$ cat config.mk
export PLATFORM = sky130hd
export DESIGN_NAME = pulpemu_clk_div_prog_flat
export DESIGN_NICKNAME = d
export VERILOG_FILES = /design/src/rtl/pulpemu_clk_div_prog_if.sv /design/src/rtl/pulpemu_clk_div_prog.sv /design/src/flat_wrapper.sv
export SDC_FILE = /design/constraint.sdc
export NUM_CORES = 1
export LEC_CHECK = 0
export CORE_UTILIZATION = 50
export CTS_CLUSTER_DIAMETER = 200
export DETAILED_ROUTE_END_ITERATION = 8
export PLACE_DENSITY_LB_ADDON = 0.3
export SLEW_MARGIN = 20
export SYNTH_ARGS = -nofsm -noshare
export SYNTH_HDL_FRONTEND = slang
export SYNTH_SLANG_ARGS = --single-unit
$ cat constraint.sdc
create_clock -name clk_i -period 3.83 [get_ports clk_i]
set_input_delay 0.766 -clock clk_i [delete_from_list [all_inputs] [get_ports clk_i]]
set_output_delay 0.766 -clock clk_i [all_outputs]
set_load 0.005 [all_outputs]
$ cat src/rtl/pulpemu_clk_div_prog_if.sv
// Config request channel for the programmable clock divider.
// Master drives a request, slave answers with ready.
interface pulpemu_clk_div_prog_if #(
  parameter int CH_W  = 1,
  parameter int CNT_W = 16
) ();
  logic             cfg_valid_i;
  logic             cfg_ready_o;
  logic [CH_W-1:0]  cfg_ch_i;
  logic [CNT_W-1:0] cfg_div_i;
  logic             cfg_en_i;

  modport master (
    output cfg_valid_i, cfg_ch_i, cfg_div_i, cfg_en_i,
    input  cfg_ready_o
  );

  modport slave (
    input  cfg_valid_i, cfg_ch_i, cfg_div_i, cfg_en_i,
    output cfg_ready_o
  );
endinterface

$ cat src/rtl/pulpemu_clk_div_prog.sv
// Multi-channel programmable clock divider, glitch-free updates.
// PULPEMU_CLKDIV_ALIGN_EN adds align_i to re-phase all running channels.
module pulpemu_clk_div_prog #(
  parameter int NUM_CH      = 2,
  parameter int CNT_W       = 16,
  parameter int DEFAULT_DIV = 256,
  parameter int DEFAULT_EN  = 1,
  localparam int CH_W = (NUM_CH > 1) ? $clog2(NUM_CH) : 1
) (
  input  logic              clk_i,
  input  logic              rstn_i,
`ifdef PULPEMU_CLKDIV_ALIGN_EN
  input  logic              align_i,
`endif
  pulpemu_clk_div_prog_if.slave cfg,
  output logic [NUM_CH-1:0] clk_o,
  output logic [NUM_CH-1:0] tick_o,
  output logic [NUM_CH-1:0] running_o
);

  typedef enum logic [1:0] {
    ST_STOPPED,
    ST_RUNNING,
    ST_STOPPING
  } state_e;

  localparam logic [CNT_W-1:0] DIV_RST = CNT_W'(DEFAULT_DIV);
  localparam state_e ST_RST =
    (DEFAULT_EN != 0) ? ST_RUNNING : ST_STOPPED;

  state_e           state_q [NUM_CH];
  state_e           state_d [NUM_CH];
  logic [CNT_W-1:0] cnt_q   [NUM_CH];
  logic [CNT_W-1:0] cnt_d   [NUM_CH];
  logic [CNT_W-1:0] div_q   [NUM_CH];
  logic [CNT_W-1:0] div_d   [NUM_CH];
  logic [CNT_W-1:0] pdiv_q  [NUM_CH];
  logic [CNT_W-1:0] pdiv_d  [NUM_CH];
  logic [NUM_CH-1:0] pend_q, pend_d;
  logic [NUM_CH-1:0] clk_q, clk_d;
  logic [NUM_CH-1:0] tick_q, tick_d;

  logic             rdy;
  logic             ch_ok;
  logic [CNT_W-1:0] div_new;

  assign ch_ok = {1'b0, cfg.cfg_ch_i} < (CH_W+1)'(NUM_CH);
  assign div_new = (cfg.cfg_div_i < CNT_W'(2)) ?
                   CNT_W'(2) : cfg.cfg_div_i;

  always_comb begin
    rdy = 1'b1;
    for (int i = 0; i < NUM_CH; i++) begin
      if (cfg.cfg_ch_i == CH_W'(i) && pend_q[i]) rdy = 1'b0;
    end
  end

  assign cfg.cfg_ready_o = rdy;

  always_comb begin
    logic acc;
    logic wrap;
    state_d = state_q;
    cnt_d   = cnt_q;
    div_d   = div_q;
    pdiv_d  = pdiv_q;
    pend_d  = pend_q;
    clk_d   = clk_q;
    tick_d  = tick_q;
    acc     = 1'b0;
    wrap    = 1'b0;
    for (int i = 0; i < NUM_CH; i++) begin
      acc  = cfg.cfg_valid_i && rdy && ch_ok &&
             (cfg.cfg_ch_i == CH_W'(i));
      wrap = cnt_q[i] == div_q[i] - 1'b1;
      unique case (state_q[i])
        ST_RUNNING, ST_STOPPING: begin
          cnt_d[i]  = wrap ? '0 : cnt_q[i] + 1'b1;
          clk_d[i]  = cnt_q[i] < (div_q[i] >> 1);
          tick_d[i] = cnt_q[i] == '0;
          if (wrap) begin
            if (pend_q[i]) begin
              div_d[i]  = pdiv_q[i];
              pend_d[i] = 1'b0;
            end
            if (state_q[i] == ST_STOPPING) state_d[i] = ST_STOPPED;
          end
        end
        default: begin
          cnt_d[i]  = '0;
          clk_d[i]  = 1'b0;
          tick_d[i] = 1'b0;
          if (acc) begin
            div_d[i] = div_new;
            if (cfg.cfg_en_i) state_d[i] = ST_RUNNING;
          end
        end
      endcase
`ifdef PULPEMU_CLKDIV_ALIGN_EN
      // align edge acts as a forced wrap: this cycle emits cnt==0
      if (align_i && state_q[i] != ST_STOPPED) begin
        if (pend_q[i]) begin
          div_d[i]  = pdiv_q[i];
          pend_d[i] = 1'b0;
        end
        if (state_q[i] == ST_RUNNING) begin
          cnt_d[i]  = CNT_W'(1);
          clk_d[i]  = 1'b1;
          tick_d[i] = 1'b1;
        end else begin
          state_d[i] = ST_STOPPED;
          cnt_d[i]   = '0;
          clk_d[i]   = 1'b0;
          tick_d[i]  = 1'b0;
        end
      end
`endif
      if (acc && state_q[i] != ST_STOPPED) begin
        pend_d[i] = 1'b1;
        pdiv_d[i] = div_new;
        if (!cfg.cfg_en_i) state_d[i] = ST_STOPPING;
      end
    end
  end

  always_ff @(posedge clk_i or negedge rstn_i) begin
    if (!rstn_i) begin
      for (int i = 0; i < NUM_CH; i++) begin
        state_q[i] <= ST_RST;
        cnt_q[i]   <= '0;
        div_q[i]   <= DIV_RST;
        pdiv_q[i]  <= DIV_RST;
      end
      pend_q <= '0;
      clk_q  <= '0;
      tick_q <= '0;
    end else begin
      for (int i = 0; i < NUM_CH; i++) begin
        state_q[i] <= state_d[i];
        cnt_q[i]   <= cnt_d[i];
        div_q[i]   <= div_d[i];
        pdiv_q[i]  <= pdiv_d[i];
      end
      pend_q <= pend_d;
      clk_q  <= clk_d;
      tick_q <= tick_d;
    end
  end

  always_comb begin
    running_o = '0;
    for (int i = 0; i < NUM_CH; i++) begin
      running_o[i] = state_q[i] != ST_STOPPED;
    end
  end

  assign clk_o  = clk_q;
  assign tick_o = tick_q;

endmodule
$ cat src/flat_wrapper.sv
// flat-port wrapper written by rule: the top's interface ports become plain ports
module pulpemu_clk_div_prog_flat 
#(
  parameter int NUM_CH      = 2,
  parameter int CNT_W       = 16,
  parameter int DEFAULT_DIV = 256,
  parameter int DEFAULT_EN  = 1,
  localparam int CH_W = (NUM_CH > 1) ? $clog2(NUM_CH) : 1
)
  (clk_i, rstn_i, clk_o, tick_o, running_o, cfg_cfg_valid_i, cfg_cfg_ch_i, cfg_cfg_div_i, cfg_cfg_en_i, cfg_cfg_ready_o);
  pulpemu_clk_div_prog_if #(.CNT_W(CNT_W)) cfg_i ();
  input  logic clk_i;
  input  logic rstn_i;
  output logic [NUM_CH-1:0] clk_o;
  output logic [NUM_CH-1:0] tick_o;
  output logic [NUM_CH-1:0] running_o;
  input wire logic [$bits(cfg_i.cfg_valid_i)-1:0] cfg_cfg_valid_i;
  input wire logic [$bits(cfg_i.cfg_ch_i)-1:0] cfg_cfg_ch_i;
  input wire logic [$bits(cfg_i.cfg_div_i)-1:0] cfg_cfg_div_i;
  input wire logic [$bits(cfg_i.cfg_en_i)-1:0] cfg_cfg_en_i;
  output wire logic [$bits(cfg_i.cfg_ready_o)-1:0] cfg_cfg_ready_o;
  assign cfg_i.cfg_valid_i = cfg_cfg_valid_i;
  assign cfg_i.cfg_ch_i = cfg_cfg_ch_i;
  assign cfg_i.cfg_div_i = cfg_cfg_div_i;
  assign cfg_i.cfg_en_i = cfg_cfg_en_i;
  assign cfg_cfg_ready_o = cfg_i.cfg_ready_o;
  pulpemu_clk_div_prog #(.NUM_CH(NUM_CH), .CNT_W(CNT_W), .DEFAULT_DIV(DEFAULT_DIV), .DEFAULT_EN(DEFAULT_EN)) u_core (.clk_i(clk_i), .rstn_i(rstn_i), .cfg(cfg_i), .clk_o(clk_o), .tick_o(tick_o), .running_o(running_o));
endmodule
# [Word level (Yosys, flattened, before mapping)]
# Index checks and enable logic that the tools add are counted.
[totals] register_bits=106 latch_bits=0 ram_bits=0 romBits=0 out_inout_bits=7 wordCells=92 mem_count=0
[op_classes] addsub=4 n_mul=0 div_mod_pow=0 magnitude_cmp=3 eq_ne=10 shifts=0 muxes=39 bitwise=1 reduce_logical=23
[op_table] op="two-way mux 16 bit" n=13
[op_table] op="adder 16 x 1 -> 16 bit, second input constant" n=2
[op_table] op="equality test 16 bit" n=2
[op_table] op="zero test 16 bit" n=2
[op_table] op="< comparator 16 x 15 -> 1 bit" n=2
[op_table] op="subtractor 16 x 1 -> 16 bit, second input constant" n=2
[op_table] op="two-way mux 2 bit" n=14
[op_table] op="< comparator 16 x 2 -> 1 bit, second input constant" n=1
[op_table] op="nonzero test 2 bit" n=8
[op_table] op="two-way mux 1 bit" n=12
[op_table] op="inequality test 2 x 1 -> 1 bit, second input constant" n=4
[op_table] op="logical AND 1 bit" n=7
[op_table] op="AND reduction 3 bit" n=2
[op_table] op="equality test 2 x 1 -> 1 bit, second input constant" n=2
[op_table] op="equality test 2 bit, second input constant" n=2
[op_table] op="AND reduction 2 bit" n=2
[op_table] op="OR reduction 2 bit" n=2
[op_table] op="inverter 1 bit" n=1

# [Depth between registers and ports, before layout]
[logic_depth] ltp_word=10 depth_mapped=12

# [Worst setup path before layout]
# Ideal clock, no wire load.
[synth_timing] kind="reg-to-reg" from="reg u_core.div_q[0] (netlist name)" to="reg u_core.cnt_q[12] (netlist name)" setup_time_ns=0.119 t_arrival_ns=2.860 required_time_ns=3.711 slack_ns=0.851 stages_incl_launch_ff=12 path_buffers=2 period_less_slack_ns=2.979 path_cell_list="dfrtp_1 > inv_1 > ha_1 > or3b_1 > nor3_1 > xnor2_1 > or4_1 > or4_1 > buf_2 > o21ai_4 > buf_6 > nor2_1"
[synth_rtl] element="start: declaration" line_no="pulpemu_clk_div_prog.sv:35" text="logic [CNT_W-1:0] div_q [NUM_CH];"
[synth_rtl] element="start signal: indexed assignment" line_no="pulpemu_clk_div_prog.sv:141" text="div_q[i] <= div_d[i];"
[synth_rtl] element="end signal: indexed assignment" line_no="pulpemu_clk_div_prog.sv:140" text="cnt_q[i] <= cnt_d[i];"
[synth_rtl] element="end: declaration" line_no="pulpemu_clk_div_prog.sv:33" text="logic [CNT_W-1:0] cnt_q [NUM_CH];"

# [Final worst setup path]
[layout_timing] from="reg u_core.div_q[0] (netlist name)" to="reg u_core.div_q[12] (netlist name)"
[layout_between] elab_chain_len=4
[layout_lines] element="subtractor 16 x 1 -> 16 bit" line_no="pulpemu_clk_div_prog.sv:75" text="wrap = cnt_q[i] == div_q[i] - 1'b1;"
[layout_lines] element="equality test 16 bit" line_no="pulpemu_clk_div_prog.sv:75"
[layout_lines] element="inequality test 2 x 1 -> 1 bit (no line)"
[layout_lines] element="AND reduction 3 bit (no line)"
# No other way between the ends.
# A chain may end at the register's enable or synchronous reset.

==> metrics.cfg <==
[worst_setup_path]
critPathMaxFanout = 13
reg2reg_from = u_core.div_q[0]$_DFFE_PN0P_
critPathLaunchType = register
cp_slowest_stage_delay_ps = 690
critPathArrivalTime_ps = 3590
cp_num_buf_inv = 2
required_ps = 4050
end_kind = register
worst-setup-path-type = reg2reg
path_delay_family = simple AND/OR/NAND/NOR gates
path_cells = inv_1 > ha_1 > or3b_1 > nor3_1 > xnor2_1 > or4_1 > or4_1 > buf_4 > nor4_1 > a211oi_1
cp_slowest_cell = or4_1
crit_start = u_core.div_q[0]$_DFFE_PN0P_
crit_top_cell = or4_1

[grt]
grt_max_degree = 54
antenna_found_initial = 0
first_global_vias = 5502
overflow = 0
grt_pass1_wl_mm = 27.5
grtUsageTotal_pct = 24.5

[clock_tree]
htreeDepth = 3
clockBufferDepth = 2
postCtsResizedCells = 0
root_buffer = clkbuf_16
cts_tree = built
cts_sinks = 106
cts_hold_buf = 0
clk_pin_slew_ps = 70
cts_buffers = 9
insertion_delay_ps = 350
postCtsSetupRepairBufs = 0

[logic_synthesis]
synthSimpleGateAreaFrac_pct = 21.7
yosys_register_bits = 106
synth.distinct_cells = 62
yosys.area_share.xor_xnor_pct = 8.43
synth-async-reset-ratio_pct = 100
synth-compound-area-share_pct = 11.1
synthMuxAreaShare_pct = 7.14
syn_avg_cell_area_sq_um = 9.21
synthFlopType = dfrtp_1
synth_top_family_by_area = simple AND/OR/NAND/NOR gates
synth-adder-area-share_pct = 7.30
netlist_area_sq_um = 6850
ys_warn_count = 0
ys_seq_area_share_pct = 38.8
synth_edf_count = 0
synthCells = 744
syn_nets = 805

[finish]
regArea_sq_um = 2660
fin_cells = 935
antennaDiodeCount = 0
multi_input_area_sq_um = 3810
area_delta_synth_final_pct = 10.1
final_util_pct = 56.8
layout-drive-gt1-share_pct = 7.64
fillers = 1181
nets = 815

[drt]
wl_met1_mm = 7.80
via_count = 5650
drt_iter0_markers = 413
ant_nets = 0
route.met3.wl_microns = 833
dr_wl_met2_mm = 7.41
wl_per_cell_microns = 17.5
routed_wl_mm = 16.3
routed_via_density = 6.04
maxUsedRoutingLayer = met4
drt_first_pass_iters = 5
post-route-drc-count = 0

[pwr]
finalPower_mw = 2.64
powerDensity_nw_per_um2 = 350
ir_worst_vdd_mv = 0.194
leakagePower_nw = 3.48

[floorplanning]
placementRows = 42
die_h_microns = 119
chipWidth_microns = 119
dieArea_sq_um = 14200
core-area_sq_um = 13300
start_util_pct = 51.6
boundaryPins = 28

[placed_design]
hpwl_mm = 12.0
dp_cells = 919
gp_congestion = 0.886
portBuffers = 27

[sta]
hold_viol_final = 0
period_share_pct = 88.1
maxSlewViolCount = 0
final-setup-viol-count = 0
clock_skew_ps = 6.48
slew_headroom_pct = 42.8
min_period_ps = 3370
final.setup.tns_ps = 0
worst_slew_pin_slew_ps = 856
rsz0062_at_grt = no
fmax_mhz = 296

[status]
status = finished, final reports clean

[job]
max_cap_viol_count = 0

[min_path]
hold_class = in2async

[logic make-up after synthesis]
group / Yosys count
fa+ha+maj: 40
mux: 47
compound gates: 103
xor+xnor: 66
flops: 106
buf+inv: 93
simple gates: 289
[registers in the layout, indices dropped and copies added (netlist names)]
signal / flops
u_core.state_q: 4
u_core.clk_o: 2
u_core.pdiv_q: 32
u_core.tick_o: 2
u_core.pend_q: 2
u_core.div_q: 32
u_core.cnt_q: 32
[synth_stat cells, types with 13 or more instances]
cell type,number,area [sq um]
dfrtp_1,100,2500
nand2_1,72,270
nor3_1,17,85.1
xnor2_1,44,385
nor2_1,57,214
mux2_2,14,158
clkbuf_1,31,116
xor2_1,22,193
a31oi_1,17,106
mux2i_1,32,320
ha_1,40,500
and3_1,23,144
nor4_1,25,156
nand4_1,21,131
a21oi_1,14,70.1
inv_1,52,195
nand3_1,27,135
o211ai_1,13,97.6
[cell usage in the layout, fill, tap and decap left out, types with 4 or more instances in the layout]
| cell type | n |
|---|---|
| xnor2_1 | 44 |
| xor2_1 | 22 |
| mux2i_1 | 32 |
| buf_4 | 14 |
| clkbuf_16 | 9 |
| nand3_1 | 27 |
| or3_1 | 4 |
| nor2_1 | 57 |
| nand2_1 | 72 |
| a2111oi_0 | 5 |
| or4_1 | 7 |
| and2_1 | 4 |
| and4_1 | 6 |
| a21o_1 | 11 |
| a21oi_1 | 14 |
| a31oi_1 | 17 |
| and3_1 | 23 |
| nand4_1 | 21 |
| o211ai_1 | 13 |
| nor4_1 | 25 |
| nand2b_1 | 8 |
| dfrtp_1 | 100 |
| inv_1 | 52 |
| a221oi_1 | 5 |
| a211oi_1 | 4 |
| clkdlybuf4s50_1 | 26 |
| dfstp_2 | 6 |
| mux2_2 | 14 |
| ha_1 | 40 |
| nor3_1 | 17 |
| o21ai_0 | 11 |
[metrics by stage]
stage	setup WS, ps	area (sq um)	hold WS [ps]
2_1_floorplan	851	6850	439
3_3_place_gp	554	7260	448
3_5_place_dp	487	7260	452
4_1_cts	473	7550	464
5_1_grt	199	7550	501
6_report	455	7550	445
[where the power goes]
group	total, mW	switching, mW	internal, mW
Combinational	0.454	0.238	0.215
Sequential	1.26	0.0863	1.17
Clock	0.927	0.414	0.512
[final timing paths]
path	slack (ps)	depth (start not counted)	endpoint
setup reg to reg	460	10	u_core.div_q[12]$_DFFE_PN0P_
max in group asynchronous	2490	2	u_core.pdiv_q[24]$_DFFE_PN1P_
hold / removal	450	1	u_core.cnt_q[1]$_DFF_PN0_
min in group clk_i	470	2	u_core.pdiv_q[24]$_DFFE_PN1P_
hold reg to reg	470	2	u_core.pdiv_q[24]$_DFFE_PN1P_
setup / recovery	460	10	u_core.div_q[12]$_DFFE_PN0P_
[area by class of cell]
class                   instances  area share (%)
repair buffers                 40            4.84
flip-flops and latches        106            35.2
well taps                     176            2.92
multi-input cells             545            50.5
clock buffers                  11            3.08
inverters                      52            2.59
clock inverters                 5           0.812
[worst reg2reg max path: cells and delay by family (launching register included)]
| family | cells | cell delay [ps] |
|---|---|---|
| buf+inv | 2 | 360 |
| xor+xnor | 1 | 90 |
| simple gates | 5 | 2030 |
| fa+ha+maj | 1 | 250 |
| compound gates | 1 | 80 |
| flops | 1 | 430 |
[per-layer routing]
layer  GRT usage, %  up-vias
met5              0        -
met4           8.86        0
met3           2.78       20
met2           37.9      156
li1               -     2667
met1           35.3     2807
Note: power is estimated with default switching activity, not from simulation.
